[src/rtl/tof_pkg.sv]
// Shared definitions for the ToF command scheduler: opcodes, per-sensor status
// codes, scheduler states and the opcode legality helper.
package tof_pkg;

  localparam int TOF_N_SENSORS = 8;

  localparam logic [3:0] OP_NOP           = 4'd0;
  localparam logic [3:0] OP_INIT          = 4'd1;
  localparam logic [3:0] OP_START_RANGING = 4'd2;
  localparam logic [3:0] OP_STOP_RANGING  = 4'd3;
  localparam logic [3:0] OP_FW_LOAD       = 4'd5;

  typedef enum logic [1:0] {
    ST_IDLE  = 2'b00,
    ST_DONE  = 2'b01,
    ST_BUSY  = 2'b10,
    ST_ERROR = 2'b11
  } tof_status_e;

  typedef enum logic [1:0] {
    S_IDLE,
    S_DISPATCH,
    S_WAIT,
    S_HOLD
  } sched_state_e;

  function automatic logic is_legal_op(input logic [3:0] op);
    return op inside {OP_INIT, OP_START_RANGING, OP_STOP_RANGING, OP_FW_LOAD};
  endfunction

endpackage

[src/rtl/tof_cmd_scheduler_if.sv]
// Sensor-side bus of the scheduler: command broadcast, completion pulses and
// the shared firmware ROM request/grant path.
interface tof_cmd_scheduler_if #(
  parameter int N_SENSORS = 8,
  parameter int FW_AW     = 15
);
  logic [3:0]                 cmd_op;
  logic [N_SENSORS-1:0]       cmd_start;
  logic [N_SENSORS-1:0]       fsm_done;
  logic [N_SENSORS-1:0]       fsm_err;
  logic [N_SENSORS-1:0]       fw_req;
  logic [N_SENSORS*FW_AW-1:0] fw_addr_in;
  logic [N_SENSORS-1:0]       fw_gnt;
  logic [FW_AW-1:0]           fw_rom_addr;
  logic [N_SENSORS-1:0]       fw_rd_valid;

  modport master (
    output cmd_op, cmd_start, fw_gnt, fw_rom_addr, fw_rd_valid,
    input  fsm_done, fsm_err, fw_req, fw_addr_in
  );

  modport slave (
    input  cmd_op, cmd_start, fw_gnt, fw_rom_addr, fw_rd_valid,
    output fsm_done, fsm_err, fw_req, fw_addr_in
  );
endinterface

[src/rtl/tof_fw_rr_arbiter.sv]
// Round-robin arbiter for the single-port firmware ROM: holds a grant for the
// whole burst, muxes the owner's address and delays the grant as data-valid.
module tof_fw_rr_arbiter
  import tof_pkg::*;
#(
  parameter int N_SENSORS = TOF_N_SENSORS,
  parameter int FW_AW     = 15
) (
  input  logic                       clk,
  input  logic                       rst,
  input  logic [N_SENSORS-1:0]       req,
  input  logic [N_SENSORS*FW_AW-1:0] addr_in,
  output logic [N_SENSORS-1:0]       gnt,
  output logic [FW_AW-1:0]           rom_addr,
  output logic [N_SENSORS-1:0]       rd_valid
);

  localparam int PW = (N_SENSORS > 1) ? $clog2(N_SENSORS) : 1;

  logic [N_SENSORS-1:0] gnt_q;
  logic [N_SENSORS-1:0] valid_q;
  logic [PW-1:0]        ptr_q;
  logic [PW-1:0]        next_idx;
  logic                 found;
  logic                 hold;

  assign hold = |(gnt_q & req);

  // Search starts at the sensor after the previous owner.
  // NOTE: every always_comb output gets a default before the loop, so no path
  // leaves a value unassigned and no latch is inferred.
  always_comb begin
    found    = 1'b0;
    next_idx = ptr_q;
    for (int k = 0; k < N_SENSORS; k++) begin
      int cand;
      cand = int'(ptr_q) + k;
      if (cand >= N_SENSORS) cand = cand - N_SENSORS;
      if (!found && req[cand]) begin
        found    = 1'b1;
        next_idx = PW'(cand);
      end
    end
  end

  // NOTE: state registers use non-blocking assignments so every flop samples
  // the pre-edge values regardless of statement order.
  always_ff @(posedge clk) begin
    if (rst) begin
      gnt_q   <= '0;
      valid_q <= '0;
      ptr_q   <= '0;
    end else begin
      valid_q <= gnt_q;
      if (!hold) begin
        if (found) begin
          gnt_q <= N_SENSORS'(1) << next_idx;
          ptr_q <= (next_idx == PW'(N_SENSORS - 1)) ? '0 : next_idx + PW'(1);
        end else begin
          gnt_q <= '0;
        end
      end
    end
  end

  always_comb begin
    rom_addr = '0;
    for (int i = 0; i < N_SENSORS; i++) begin
      if (gnt_q[i]) rom_addr = addr_in[i*FW_AW +: FW_AW];
    end
  end

  assign gnt      = gnt_q;
  assign rd_valid = valid_q;

endmodule

[src/rtl/tof_cmd_scheduler.sv]
// Decodes the AXI command word, runs one command batch at a time over a sensor
// subset with a watchdog, and reports 2-bit status per sensor.
module tof_cmd_scheduler
  import tof_pkg::*;
#(
  parameter int N_SENSORS      = TOF_N_SENSORS,
  parameter int FW_AW          = 15,
  parameter int TIMEOUT_CYCLES = 2_000_000
) (
  input  logic                   clk,
  input  logic                   rst,
  input  logic [31:0]            ToF_CMD_in,
  output logic [2*N_SENSORS-1:0] ToF_CMD_out,
  tof_cmd_scheduler_if.master    sens
);

  localparam int WD_W = $clog2(TIMEOUT_CYCLES + 1);

  sched_state_e         state;
  logic [3:0]           op_q;
  logic [3:0]           prev_op_q;
  logic [N_SENSORS-1:0] mask_in_q;
  logic [3:0]           cmd_op_q;
  logic [N_SENSORS-1:0] mask_q;
  logic [N_SENSORS-1:0] start_q;
  logic [WD_W-1:0]      wdog_q;
  tof_status_e          status_q    [N_SENSORS];
  tof_status_e          wait_status [N_SENSORS];
  logic                 wait_busy;
  logic                 timeout;
  logic                 cmd_edge;
  logic                 cmd_unused;

  assign cmd_unused = ^ToF_CMD_in[31:4+N_SENSORS];

  always_ff @(posedge clk) begin
    if (rst) begin
      op_q      <= '0;
      prev_op_q <= '0;
      mask_in_q <= '0;
    end else begin
      op_q      <= ToF_CMD_in[3:0];
      prev_op_q <= op_q;
      mask_in_q <= ToF_CMD_in[4 +: N_SENSORS];
    end
  end

  // Only a 0 -> non-zero opcode transition starts a command.
  assign cmd_edge = (op_q != OP_NOP) && (prev_op_q == OP_NOP);
  assign timeout  = (wdog_q == WD_W'(TIMEOUT_CYCLES - 1));

  // An error pulse wins over a simultaneous done pulse.
  always_comb begin
    wait_busy = 1'b0;
    for (int i = 0; i < N_SENSORS; i++) begin
      wait_status[i] = status_q[i];
      if (mask_q[i]) begin
        if (sens.fsm_err[i])                       wait_status[i] = ST_ERROR;
        else if (sens.fsm_done[i])                 wait_status[i] = ST_DONE;
        else if (timeout && status_q[i] == ST_BUSY) wait_status[i] = ST_ERROR;
        if (wait_status[i] == ST_BUSY) wait_busy = 1'b1;
      end
    end
  end

  always_ff @(posedge clk) begin
    if (rst) begin
      state    <= S_IDLE;
      cmd_op_q <= '0;
      mask_q   <= '0;
      start_q  <= '0;
      wdog_q   <= '0;
      for (int i = 0; i < N_SENSORS; i++) status_q[i] <= ST_IDLE;
    end else begin
      start_q <= '0;
      unique case (state)
        S_IDLE: begin
          if (cmd_edge) begin
            if (is_legal_op(op_q) && (mask_in_q != '0)) begin
              cmd_op_q <= op_q;
              mask_q   <= mask_in_q;
              start_q  <= mask_in_q;
              for (int i = 0; i < N_SENSORS; i++)
                if (mask_in_q[i]) status_q[i] <= ST_BUSY;
              state <= S_DISPATCH;
            end else begin
              for (int i = 0; i < N_SENSORS; i++)
                if ((mask_in_q == '0) || mask_in_q[i]) status_q[i] <= ST_ERROR;
              state <= S_HOLD;
            end
          end
        end
        S_DISPATCH: begin
          wdog_q <= '0;
          state  <= S_WAIT;
        end
        S_WAIT: begin
          status_q <= wait_status;
          wdog_q   <= wdog_q + WD_W'(1);
          if (!wait_busy) state <= S_HOLD;
        end
        S_HOLD: begin
          if (op_q == OP_NOP) state <= S_IDLE;
        end
      endcase
    end
  end

  always_comb begin
    ToF_CMD_out = '0;
    for (int i = 0; i < N_SENSORS; i++) ToF_CMD_out[2*i +: 2] = status_q[i];
  end

  assign sens.cmd_op    = cmd_op_q;
  assign sens.cmd_start = start_q;

  tof_fw_rr_arbiter #(
    .N_SENSORS(N_SENSORS),
    .FW_AW    (FW_AW)
  ) u_fw_arb (
    .clk     (clk),
    .rst     (rst),
    .req     (sens.fw_req),
    .addr_in (sens.fw_addr_in),
    .gnt     (sens.fw_gnt),
    .rom_addr(sens.fw_rom_addr),
    .rd_valid(sens.fw_rd_valid)
  );

endmodule

[src/flat_wrapper.sv]
// flat-port wrapper written by rule: the top's interface ports become plain ports
module tof_cmd_scheduler_flat import tof_pkg::*;
#(
  parameter int N_SENSORS      = TOF_N_SENSORS,
  parameter int FW_AW          = 15,
  parameter int TIMEOUT_CYCLES = 2_000_000
)
  (clk, rst, ToF_CMD_in, ToF_CMD_out, sens_cmd_op, sens_cmd_start, sens_fw_gnt, sens_fw_rom_addr, sens_fw_rd_valid, sens_fsm_done, sens_fsm_err, sens_fw_req, sens_fw_addr_in);
  tof_cmd_scheduler_if #(.N_SENSORS(N_SENSORS), .FW_AW(FW_AW)) sens_i ();
  input  logic clk;
  input  logic rst;
  input  logic [31:0] ToF_CMD_in;
  output logic [2*N_SENSORS-1:0] ToF_CMD_out;
  output wire logic [$bits(sens_i.cmd_op)-1:0] sens_cmd_op;
  output wire logic [$bits(sens_i.cmd_start)-1:0] sens_cmd_start;
  output wire logic [$bits(sens_i.fw_gnt)-1:0] sens_fw_gnt;
  output wire logic [$bits(sens_i.fw_rom_addr)-1:0] sens_fw_rom_addr;
  output wire logic [$bits(sens_i.fw_rd_valid)-1:0] sens_fw_rd_valid;
  input wire logic [$bits(sens_i.fsm_done)-1:0] sens_fsm_done;
  input wire logic [$bits(sens_i.fsm_err)-1:0] sens_fsm_err;
  input wire logic [$bits(sens_i.fw_req)-1:0] sens_fw_req;
  input wire logic [$bits(sens_i.fw_addr_in)-1:0] sens_fw_addr_in;
  assign sens_cmd_op = sens_i.cmd_op;
  assign sens_cmd_start = sens_i.cmd_start;
  assign sens_fw_gnt = sens_i.fw_gnt;
  assign sens_fw_rom_addr = sens_i.fw_rom_addr;
  assign sens_fw_rd_valid = sens_i.fw_rd_valid;
  assign sens_i.fsm_done = sens_fsm_done;
  assign sens_i.fsm_err = sens_fsm_err;
  assign sens_i.fw_req = sens_fw_req;
  assign sens_i.fw_addr_in = sens_fw_addr_in;
  tof_cmd_scheduler #(.N_SENSORS(N_SENSORS), .FW_AW(FW_AW), .TIMEOUT_CYCLES(TIMEOUT_CYCLES)) u_core (.clk(clk), .rst(rst), .ToF_CMD_in(ToF_CMD_in), .ToF_CMD_out(ToF_CMD_out), .sens(sens_i));
endmodule
[config.mk]
export PLATFORM = sky130hd
export DESIGN_NAME = tof_cmd_scheduler_flat
export DESIGN_NICKNAME = d
export VERILOG_FILES = /design/src/rtl/tof_pkg.sv /design/src/rtl/tof_cmd_scheduler_if.sv /design/src/rtl/tof_fw_rr_arbiter.sv /design/src/rtl/tof_cmd_scheduler.sv /design/src/flat_wrapper.sv
export SDC_FILE = /design/constraint.sdc
export NUM_CORES = 1
export LEC_CHECK = 0
export ABC_AREA = 1
export CAP_MARGIN = 25
export CORE_AREA = 2 2 124 126
export CTS_CLUSTER_DIAMETER = 60
export DETAILED_ROUTE_END_ITERATION = 10
export DIE_AREA = 0 0 126 128
export GPL_TIMING_DRIVEN = 0
export PLACE_DENSITY = 0.76
export SYNTH_ARGS = -nofsm -noshare
export SYNTH_HDL_FRONTEND = slang
export SYNTH_SLANG_ARGS = --single-unit
[constraint.sdc]
create_clock -name clk -period 3.2 [get_ports clk]
set_input_delay 0.32 -clock clk [delete_from_list [all_inputs] [get_ports clk]]
set_output_delay 0.32 -clock clk [all_outputs]
set_load 0.005 [all_outputs]
Word-level counts from Yosys, hierarchy flattened
Index checks and enable logic that the tools add are counted.

Add/subtract/negate cells: 17. Magnitude comparators: 16. Equal/unequal tests: 52. Shift-type cells: 1. Mux-type cells: 139. Bitwise operators: 5. Reduce and logical (&&, ||, !) cells: 54.

Operator list (count): < comparator 32 x 5 -> 1 bit (second input constant) (8); two-way mux 32 bit (8); two-way mux 15 bit (8); two-way mux 2 bit (60); one-hot mux 21 bit (2 select lines) (1); two-way mux 1 bit (40); AND reduction 5 bit (8); == test 2 bit (second input constant) (18); subtractor 4 x 4 -> 5 bit (second input constant) (7); two-way mux 16 bit (2); one-hot mux 16 bit (2 select lines) (1); greater-or-equal comparator 4 bit (second input constant) (7); two-way mux 3 bit (9); binary-select mux 1 bit (select 3 bit) (8); != test 3 x 1 -> 1 bit (second input constant) (8); != test 3 x 2 -> 1 bit (second input constant) (8); adder 21 x 1 -> 21 bit (second input constant) (1); == test 21 bit (second input constant) (1); != test 2 x 1 -> 1 bit (second input constant) (10); logical AND 1 bit (17); adder 3 x 3 -> 4 bit (second input constant) (4); adder 3 x 2 -> 4 bit (second input constant) (2); AND 8 bit (1); == test 4 x 2 -> 1 bit (second input constant) (2); other kinds (25) (45).

Register bits after elaboration: 94. Input port bits: 178. Output and inout port bits: 59.

Depth between registers and ports, before layout
Depth after elaboration: 29. Gate-level depth with buffers: 22.

Modules after synthesis
From an unflattened synthesis, not the netlist that was laid out.

Cell total of the unflattened synthesis: 884. Area, all modules: 5889.4 µm².

By module, submodules not included: tof_cmd_scheduler (instances 1, cells each 456, area an instance 3393.3 µm²); tof_fw_rr_arbiter (instances 1, cells each 428, area an instance 2496.1 µm²).

Worst setup path after synthesis
OpenSTA, ideal clock, no wires.

Path type: reg2reg. Start: register u_core.u_fw_arb.ptr_q[0]. End: register u_core.u_fw_arb.ptr_q[2]. Library setup time: 0.117 ns. Data arrival time: 2.850 ns. Data required time: 3.083 ns. Setup slack: 0.233 ns. Stages on the path, launching flop included: 22. Buffers on the path: 1. Clock period less this slack: 2.967 ns. Cells stage by stage: dfxtp_1 > inv_2 > buf_6 > ha_1 > inv_1 > nand3_1 > nand3_1 > nand2_2 > nor2_2 > nand3_2 > nor3_2 > nand2_2 > nor2_4 > inv_2 > nand2_1 > inv_1 > nand2_1 > o21ai_0 > ha_1 > ha_1 > o21ai_1 > a21oi_1.

Word-level cells in the longest chain between the ends: 29.

RTL lines: start: declaration (line tof_fw_rr_arbiter.sv:22) `logic [PW-1:0] ptr_q;`; start signal: assignment (line tof_fw_rr_arbiter.sv:58) `ptr_q <= (next_idx == PW'(N_SENSORS - 1)) ? '0 : next_idx + PW'(1);`; parallel branches: the longest is 29 deep, another holds subtractor 4 x 4 -> 5 bit.

Several ways; the timed one is not identified. The select of a mux whose other input is x is not followed. A chain may end at the register's enable or synchronous reset.

Final worst setup path
Start: register u_core.u_fw_arb.gnt_q[4] (netlist: u_core.u_fw_arb.gnt[4]). End: output sens_fw_rom_addr[10].

Word-level cells in the longest chain between the ends: 4.

RTL lines: start: declaration (line tof_fw_rr_arbiter.sv:20) `logic [N_SENSORS-1:0] gnt_q;`; start signal: assignment (line tof_fw_rr_arbiter.sv:57) `gnt_q <= N_SENSORS'(1) << next_idx;`; two-way mux 15 bit (4 in a row) (line tof_fw_rr_arbiter.sv:69) `if (gnt_q[i]) rom_addr = addr_in[i*FW_AW +: FW_AW];`; end: declaration (line flat_wrapper.sv:17) `output wire logic [$bits(sens_i.fw_rom_addr)-1:0] sens_fw_rom_addr;`.

No other way between the ends.

==> results_dict.tcl <==
set metrics [dict create \
    syn_to_final_growth_pct 49.1 \
    final_common_cell "clkdlybuf4s50_1" \
    async_flop_share 0 \
    first_pass_iters 7 \
    drcViolationCount 0 \
    cp-endpoint "sens_fw_rom_addr[10]" \
    place_congestion 0.926 \
    hpwl_um 15400 \
    ys.flop_type "dfxtp_1" \
    startpoint "u_core.u_fw_arb.gnt[4]" \
    relSlewSlack 0.604 \
    fin_crit_ns 3.07 \
    setup_viol 0 \
    ys_ff_latch 94 \
    syn_nets 1080 \
    p_leak_nw 3.47 \
    arrival_ns 2.75 \
    min_path_type "in -> reg" \
    drv_cap 0 \
    num_rows 45 \
    yosys_warnings 0 \
    die_x_um 126 \
    clock_latency_ns 0.34 \
    min_period_over_period 0.958 \
    diodes 0 \
    clock.fmax_mhz 326 \
    fillers 1462 \
    avgSynthCellArea_um2 6.37 \
    fin_tns_setup_ns 0 \
    dieHeight_um 128 \
    synth_area_leaders "dfxtp_1, nand2_1, o21ai_0" \
    fp.dieArea_mm2 0.0161 \
    synthesis.instances 890 \
    critPathLaunchType "register" \
    reg2reg_to "u_core.u_fw_arb.ptr_q[2]" \
    clock_tree.buffer_depth 2 \
    cts_made_buffers 9 \
    core_mm2 0.0149 \
    tightest_slew_ns 0.595 \
    hold_ws_ns 0.385 \
    cts_tree "built" \
    endpoint_kind "primary output" \
    postRouteAntennaNets 0 \
    drt_wl_total_um 19000 \
    finClkSkew_ns 0.00835 \
    drt_iter0_markers 322 \
    vdd_drop_max_mv 0.778 \
    clk_pin_slew_ns 0.07 \
    vias 6752 \
    vias_per_cell 5.17 \
    grt-ovfl-total 0 \
    reg2regPathDepth 20 \
    netlist_area_mm2 0.00567 \
    grt_max_degree 18 \
    grt_first_pass_wirelength_um 30100 \
    hold_viol_final 0 \
    pin_count 237 \
    portBuffers 215 \
    synth_top_area_share 0.332 \
    clockRootBuffer "clkbuf_16" \
    cp_max_fo 10 \
    slew_violations 0 \
    yosysSeqAreaShare 0.332 \
    status "completed" \
    rsz0062_at_grt "true" \
    r2r-start "u_core.u_fw_arb.ptr_q[0]" \
    nets 1303 \
    cts_sinks 94 \
    synth_edf_count 0 \
    synth_area_leader_cell "dfxtp_1" \
    ff2ff_setup_slack_ns 0.16 \
    drive_above_1_share 0.0662 \
    powerDensity_mw_per_mm2 800 \
    htree_levels 3 \
    final_cell_mix "clkdlybuf4s50_1, nand2_1, o21ai_0" \
    antenna_found_initial 0 \
    routedWlPerCell_um 14.6 \
    critical_path_class "reg -> out" \
    grt_usage 0.228 \
    synth.distinct_cells 41 \
    required_ns 2.88 \
    grt_pass1_vias 6332 \
    initial_core_util 0.382 \
]
sequential cells by signal, summed over array words and instances (netlist names):
| signal | cells |
|---|---|
| u_core.sens.cmd_start | 8 |
| u_core.op_q | 4 |
| u_core.sens.cmd_op | 4 |
| u_core.ToF_CMD_out | 16 |
| u_core.mask_in_q | 8 |
| u_core.mask_q | 8 |
| u_core.u_fw_arb.gnt | 8 |
| u_core.u_fw_arb.rd_valid | 8 |
| u_core.wdog_q | 21 |
| u_core.u_fw_arb.ptr_q | 3 |
| u_core.prev_op_q | 4 |
| u_core.state | 2 |
cell families (layout without fill, tap and decap cells):
kind of cell	Yosys count	count (layout)	synth area share
buf+inv	145	373	0.101
xor+xnor	5	5	0.00772
flops	94	94	0.332
simple gates	393	393	0.294
compound gates	241	241	0.240
fa+ha+maj	12	12	0.0265
worst max-delay path: stages, from the launching register on:
cell and delay [ns]:
dfxtp_1 0.33, clkbuf_1 0.36, clkbuf_1 0.43, a211oi_1 0.12, o21ai_0 0.28, o21ai_0 0.14, o21ai_0 0.21, clkdlybuf4s50_1 0.54
synth_stat cells, drive strengths merged (2+ instances only):
library cell,count
a31o,8
o211ai,8
nor3,19
a211oi,16
clkinv,4
o21ai,116
nor4,4
ha,12
a21oi,68
a31oi,13
clkbuf,31
o21a,2
nor2,98
xor2,3
nand2,194
buf,7
nand4,8
or2,2
dfxtp,94
inv,103
xnor2,2
a22o,4
nand3,66
a221oi,3
metrics by stage:
step	instance area (µm²)	instances	worst slack [ns]	power [W]	util
2_1_floorplan	5670	890	0.233	0.00386	-
3_3_place_gp	8060	1293	-0.207	0.00541	0.542
3_5_place_dp	8060	1293	-0.275	0.00547	0.542
4_1_cts	8390	1306	0.0256	0.00662	0.564
5_1_grt	8450	1306	-0.0412	0.00734	0.569
6_report	8450	1306	0.134	0.00676	0.569
timing repair:
item                                    in CTS  in global routing
endpoints found under the setup margin      20                 18
setup buffers                                0                  1
hold buffers                                 0                  0
gates resized for setup                     14                 20
pin swaps                                    0                  7
cell type report:
class | count | area (µm²) | area share
Buffer | 34 | 166 | 0.0197
Inverter | 107 | 408 | 0.0482
Multi-Input combinational cell | 651 | 3280 | 0.388
Timing Repair Buffer | 216 | 2160 | 0.255
Sequential cell | 94 | 1890 | 0.224
Clock buffer | 10 | 239 | 0.0283
Tap cell | 188 | 235 | 0.0278
Clock inverter | 6 | 75.1 | 0.00888
worst min-delay path by stage:
stage                             endpoint  cells past startpoint  slack, ns                  start
6_report       u_core.u_fw_arb.rd_valid[3]                      2       0.38                    rst
5_1_grt        u_core.u_fw_arb.rd_valid[3]                      2       0.40                    rst
4_1_cts        u_core.u_fw_arb.rd_valid[3]                      2       0.38                    rst
3_5_place_dp           u_core.prev_op_q[3]                      2       0.44         u_core.op_q[3]
3_3_place_gp         u_core.sens.cmd_op[3]                      2       0.44  u_core.sens.cmd_op[3]
2_1_floorplan          u_core.prev_op_q[0]                      2       0.42         u_core.op_q[0]
layer usage:
metal / vias up / part of all wire / routed length [µm] / global-route usage
li1: 3420 / - / - / -
met1: 3031 / 0.40 / 7600 / 0.261
met2: 261 / 0.50 / 9540 / 0.413
met3: 40 / 0.065 / 1240 / 0.0492
met4: 0 / 0.035 / 666 / 0.0918
met5: - / 0 / 0 / 0
where the power goes:
group          switching (W)  internal (W)  leakage (nW)
registers           0.000157       0.00134         0.769
logic                0.00237       0.00179          2.55
clock network       0.000469      0.000640         0.152
No activity file was read; power rests on OpenSTA's default activity.
